==> config.mk <==
export PLATFORM = sky130hd
export DESIGN_NAME = orange_test_pattern_gen
export DESIGN_NICKNAME = d
export VERILOG_FILES = /design/src/rtl/orange_test_pattern_gen.sv
export SDC_FILE = /design/constraint.sdc
export NUM_CORES = 1
export LEC_CHECK = 0
export CORE_MARGIN = 5
export CORE_UTILIZATION = 48
export CTS_CLUSTER_SIZE = 28
export DETAILED_ROUTE_END_ITERATION = 10
export GPL_ROUTABILITY_DRIVEN = 0
export HOLD_SLACK_MARGIN = 0.1
export PLACE_DENSITY = 0.82
export SLEW_MARGIN = 0
export SYNTH_ARGS = -nofsm -noshare
export SYNTH_HDL_FRONTEND = slang
export SYNTH_SLANG_ARGS = --single-unit
==> constraint.sdc <==
create_clock -name clk -period 3.6 [get_ports clk]
set_input_delay 0.36 -clock clk [delete_from_list [all_inputs] [get_ports clk]]
set_output_delay 0.36 -clock clk [all_outputs]
set_load 0.02 [all_outputs]
==> src/rtl/orange_test_pattern_gen.sv <==
// Camera-style test pattern source: VSYNC/HREF timing with an orange box
// drawn on a blue field. Box bounds are captured once per frame.
module orange_test_pattern_gen #(
    parameter int H_ACTIVE  = 320,
    parameter int V_ACTIVE  = 240,
    parameter int H_BLANK   = 16,
    parameter int VS_CYCLES = 4,
    parameter int VB_CYCLES = 8
) (
    input  logic       clk,
    input  logic       rst_n,
    input  logic       enable,
    input  logic [8:0] box_x0,
    input  logic [8:0] box_x1,
    input  logic [7:0] box_y0,
    input  logic [7:0] box_y1,
    output logic       VSYNC,
    output logic       HREF,
    output logic [3:0] red,
    output logic [3:0] green,
    output logic [3:0] blue,
    output logic       is_orange,
    output logic [8:0] pix_x,
    output logic [7:0] pix_y,
    output logic       frame_done
);

    localparam int CMAX_A = (VS_CYCLES > VB_CYCLES) ? VS_CYCLES : VB_CYCLES;
    localparam int CMAX   = (CMAX_A > H_BLANK) ? CMAX_A : H_BLANK;
    localparam int CW     = (CMAX < 2) ? 1 : $clog2(CMAX + 1);

    typedef enum logic [2:0] {
        S_IDLE   = 3'd0,
        S_VS     = 3'd1,
        S_VBLANK = 3'd2,
        S_ACTIVE = 3'd3,
        S_HBLANK = 3'd4
    } state_t;

    state_t        state_q, state_d;
    logic [CW-1:0] cnt_q, cnt_d;
    logic [8:0]    x_q, x_d;
    logic [7:0]    y_q, y_d;
    logic [8:0]    bx0_q, bx0_d, bx1_q, bx1_d;
    logic [7:0]    by0_q, by0_d, by1_q, by1_d;
    logic          frame_done_q, frame_done_d;
    logic          vsync_q, vsync_d;
    logic          href_q, href_d;
    logic [3:0]    red_q, red_d, green_q, green_d, blue_q, blue_d;
    logic          orange_q, orange_d;

    always_ff @(posedge clk or negedge rst_n) begin
        if (!rst_n) state_q <= S_IDLE;
        else        state_q <= state_d;
    end

    // Next state plus the counters that walk through the frame. The cycle
    // that carries frame_done is spent in IDLE, which is where a new frame
    // (and a fresh box capture) may begin.
    always_comb begin
        state_d      = state_q;
        cnt_d        = cnt_q;
        x_d          = x_q;
        y_d          = y_q;
        bx0_d        = bx0_q;
        bx1_d        = bx1_q;
        by0_d        = by0_q;
        by1_d        = by1_q;
        frame_done_d = 1'b0;
        case (state_q)
            S_IDLE: begin
                x_d = '0;
                y_d = '0;
                if (enable) begin
                    state_d = S_VS;
                    cnt_d   = '0;
                    bx0_d   = box_x0;
                    bx1_d   = box_x1;
                    by0_d   = box_y0;
                    by1_d   = box_y1;
                end
            end
            S_VS: begin
                if (cnt_q == CW'(VS_CYCLES - 1)) begin
                    state_d = S_VBLANK;
                    cnt_d   = '0;
                end else begin
                    cnt_d = cnt_q + CW'(1);
                end
            end
            S_VBLANK: begin
                if (cnt_q == CW'(VB_CYCLES - 1)) begin
                    state_d = S_ACTIVE;
                    cnt_d   = '0;
                    x_d     = '0;
                    y_d     = '0;
                end else begin
                    cnt_d = cnt_q + CW'(1);
                end
            end
            S_ACTIVE: begin
                if (x_q == 9'(H_ACTIVE - 1)) begin
                    state_d = S_HBLANK;
                    cnt_d   = '0;
                    x_d     = '0;
                end else begin
                    x_d = x_q + 9'd1;
                end
            end
            S_HBLANK: begin
                if (cnt_q == CW'(H_BLANK - 1)) begin
                    cnt_d = '0;
                    if (y_q == 8'(V_ACTIVE - 1)) begin
                        state_d      = S_IDLE;
                        y_d          = '0;
                        frame_done_d = 1'b1;
                    end else begin
                        state_d = S_ACTIVE;
                        y_d     = y_q + 8'd1;
                    end
                end else begin
                    cnt_d = cnt_q + CW'(1);
                end
            end
            default: begin
                state_d = S_IDLE;
                cnt_d   = '0;
                x_d     = '0;
                y_d     = '0;
            end
        endcase
    end

    // Outputs are decoded from the next state so the registered copies line
    // up with pix_x/pix_y in the same cycle.
    always_comb begin
        vsync_d  = (state_d == S_VS);
        href_d   = (state_d == S_ACTIVE);
        orange_d = href_d && (x_d >= bx0_d) && (x_d < bx1_d)
                          && (y_d >= by0_d) && (y_d < by1_d);
        red_d    = 4'h0;
        green_d  = 4'h0;
        blue_d   = 4'h0;
        if (orange_d) begin
            red_d   = 4'hF;
            green_d = 4'h8;
        end else if (href_d) begin
            blue_d  = 4'hF;
        end
    end

    always_ff @(posedge clk or negedge rst_n) begin
        if (!rst_n) begin
            cnt_q        <= '0;
            x_q          <= '0;
            y_q          <= '0;
            bx0_q        <= '0;
            bx1_q        <= '0;
            by0_q        <= '0;
            by1_q        <= '0;
            frame_done_q <= 1'b0;
            vsync_q      <= 1'b0;
            href_q       <= 1'b0;
            red_q        <= '0;
            green_q      <= '0;
            blue_q       <= '0;
            orange_q     <= 1'b0;
        end else begin
            cnt_q        <= cnt_d;
            x_q          <= x_d;
            y_q          <= y_d;
            bx0_q        <= bx0_d;
            bx1_q        <= bx1_d;
            by0_q        <= by0_d;
            by1_q        <= by1_d;
            frame_done_q <= frame_done_d;
            vsync_q      <= vsync_d;
            href_q       <= href_d;
            red_q        <= red_d;
            green_q      <= green_d;
            blue_q       <= blue_d;
            orange_q     <= orange_d;
        end
    end

    assign VSYNC      = vsync_q;
    assign HREF       = href_q;
    assign red        = red_q;
    assign green      = green_q;
    assign blue       = blue_q;
    assign is_orange  = orange_q;
    assign pix_x      = x_q;
    assign pix_y      = y_q;
    assign frame_done = frame_done_q;

endmodule
==> results.sh <==
export IMPL_run_status="finished, final reports clean"
export IMPL_drtPass1Iterations=6
export IMPL_layout_area_overhead_vs_synth_pct=27.5
export IMPL_cts_sink_count=64
export IMPL_synth_enable_flop_cells=0
export IMPL_yosys_cell_types_count=56
export IMPL_cts_buffer_depth=2
export IMPL_wire_length_of_the_first_global_routing_pass_um=15400
export IMPL_ys_async_sr_fraction=1.00
export IMPL_kind_of_capture_point_of_the_worst_setup_path="flip-flop"
export IMPL_setup_worst_path_class="reg2reg"
export IMPL_number_of_vias_in_the_routed_layout=3097
export IMPL_final_min_period_over_clock_period=0.950
export IMPL_i_o_pin_count=70
export IMPL_die_area_um2=9690
export IMPL_max_cap_violations=0
export IMPL_wl_cell_um=16.7
export IMPL_detailedPlacementHpwl_um=7100
export IMPL_setup_ws_ns=0.179
export IMPL_drt_iter0_markers=225
export IMPL_regToRegSetupSlack_ns=0.18
export IMPL_slew_limit_headroom=0.353
export IMPL_cts_made_buffers=9
export IMPL_leading_area_contributor_after_synthesis="dfrtp_1"
export IMPL_max_slew_worst_pin_slew_ns=0.970
export IMPL_detail_route_drc_violations=0
export IMPL_hold_viol_final=0
export IMPL_highest_fanout_seen_on_the_critical_path=6
export IMPL_worst_hold_slack_across_all_endpoints_ns=0.174
export IMPL_worst_endpoint_required_ns=3.88
export IMPL_drive_above_1_share=0.108
export IMPL_postLayoutCellArea_um2=4790
export IMPL_die_width_um=98.4
export IMPL_synth_yosys_seq_area_share=0.427
export IMPL_power_static_leakage_nw=2.23
export IMPL_die_y_um=98.4
export IMPL_power_ir_vdd_worst_mv=0.234
export IMPL_max_freq_ghz=0.292
export IMPL_detail_route_wirelength_um=9230
export IMPL_port_buffers=66
export IMPL_ant_nets=0
export IMPL_placement_cell_area_um2=4540
export IMPL_grt_antenna_before_repair=0
export IMPL_synth_avg_cell_area_um2=10.0
export IMPL_min_delay_path_class="in2async"
export IMPL_crit_arrival_ns=3.70
export IMPL_grt_total_usage=0.195
export IMPL_placementRows=32
export IMPL_initial_core_util=0.488
export IMPL_power_per_cell_area_nw_per_um2=315
export IMPL_num_antenna_cells=0
export IMPL_cts_htree_levels=3
export IMPL_fin_cells=554
export IMPL_netlist_top_cells_count="dfrtp_1 (64), inv_1 (42), ha_1 (37), o21ai_0 (33), mux2i_1 (32)"
export IMPL_period_needed_ns=3.42
export IMPL_fin_nets=521
export IMPL_grt_overflow=0
export IMPL_largest_cells_by_area_after_synthesis="dfrtp_1 (43%), ha_1 (12%), mux2i_1 (8.5%)"
export IMPL_clock_insertion_delay_worst_skew_ns=0.34
export IMPL_setup_violations=0
export IMPL_timing_reg2reg_worst_path_depth=15
export IMPL_place_inst=537
export IMPL_synth_ff_latch_count=64
export IMPL_slew_violations=0
export IMPL_maximum_number_of_pins_on_one_net_before_global_route_repair=45
export IMPL_yosysWarnings=0
export IMPL_postSynthCellCount=374
export IMPL_most_used_flip_flop_cell_after_synthesis="dfrtp_1"
export IMPL_synth_largest_type_area_fraction=0.427
export IMPL_first_global_vias=3201
export IMPL_design_power_total_mw=1.51
export IMPL_cts_reportedPaths_clkPinSlew_ns=0.07
export IMPL_fin_worst_skew_ns=0.00788
export IMPL_synth_most_common_cell="dfrtp_1"
export IMPL_preCtsSetupSlack_ns=-0.0218
export IMPL_mappedNetlistArea_um2=3750
export IMPL_viasPerCell=5.59
export IMPL_core_um2=7690
export IMPL_setup_worst_path_start_class="flip-flop"
export IMPL_tritoncts_clock_tree="done"
export IMPL_clk_root_buffer_cell="clkbuf_8"
## placed cells by master (no fill, tap or decap), types with 5 or more instances in the layout
cell type / count
clkdlybuf4s50_1: 65
dfrtp_1: 64
inv_1: 42
ha_1: 35
mux2i_1: 32
o21ai_0: 28
nand2_1: 20
nor2_1: 16
a21oi_1: 15
buf_4: 15
clkbuf_8: 11
and3_1: 7
o21ai_1: 7
nand3_1: 6
nand2b_1: 5
## final timing paths
path / start / to
setup / recovery: cnt_q[1]$_DFFE_PN0P_ / red[2]$_DFF_PN0_
hold / removal: rst_n / HREF$_DFF_PN0_
setup reg to reg: cnt_q[1]$_DFFE_PN0P_ / red[2]$_DFF_PN0_
hold reg to reg: by0_q[4]$_DFF_PN0_ / by0_q[4]$_DFF_PN0_
max in group asynchronous: rst_n / by1_q[1]$_DFF_PN0_
min in group clk: by0_q[4]$_DFF_PN0_ / by0_q[4]$_DFF_PN0_
## critical path, stage by stage, from the launching register on
cell and delay (ns):
dfrtp_1 0.38, ha_2 0.23, and3_1 0.18, ha_2 0.21
and4_4 0.23, and3_1 0.19, nor2_1 0.05, o21ai_1 0.17
o31ai_2 0.13, ha_1 0.35, a211oi_2 0.24, o22ai_1 0.12
a2111oi_2 0.21, o211ai_1 0.18, a311oi_2 0.26, and4b_1 0.23
## power breakdown
group / internal (mW) / switching [mW] / leakage, nW
logic: 0.0664 / 0.0648 / 1.30
clock network: 0.356 / 0.275 / 0.103
registers: 0.739 / 0.00618 / 0.827
## sequential cells by signal (all words and copies together), names as in the netlist, 3 cells and up
register,cells
state_q,3
pix_x,9
by1_q,8
bx0_q,9
pix_y,8
bx1_q,9
cnt_q,5
by0_q,8
## what timing repair did
item	CTS	global route
setup buffers	1	0
hold buffers	0	0
gates resized for setup	5	9
endpoints found under the setup margin	2	2
pin swaps	3	2
## cell families after synthesis
kind of cell             Yosys count  synth area share
AND/OR/NAND/NOR                   83             0.124
AO/OA/AOI/OAI                     87             0.145
multiplexers                      36            0.0973
XOR/XNOR                           2           0.00467
flip-flops                        64             0.427
buffers and inverters             64            0.0783
adder cells (fa/ha/maj)           37             0.123
other                              1          0.000999
## metrics by stage
step | setup TNS, ns | util
after floorplan | 0 | -
after global placement | 0 | 0.591
after detailed placement | -0.0218 | 0.591
after CTS | 0 | 0.620
after global routing | -0.0317 | 0.623
final | 0 | 0.623
## cell type report
type                            instances  area (um2)
Clock buffer                           13         159
Fill cell                             625        2900
Multi-Input combinational cell        248        1910
Sequential cell                        64        1600
Tap cell                              102         128
Clock inverter                          3        40.0
Timing Repair Buffer                   82         788
Inverter                               42         158
## routing by layer
| metal | GRT usage | wire (um) | vias up | share of wire |
|---|---|---|---|---|
| met1 | 0.250 | 3880 | 1488 | 0.42 |
| met4 | 0.0683 | 197 | 0 | 0.021 |
| met2 | 0.327 | 4580 | 120 | 0.50 |
| met5 | 0 | 0 | - | 0 |
| li1 | - | - | 1464 | - |
| met3 | 0.0418 | 572 | 25 | 0.062 |
(Power assumes the default switching activity.)
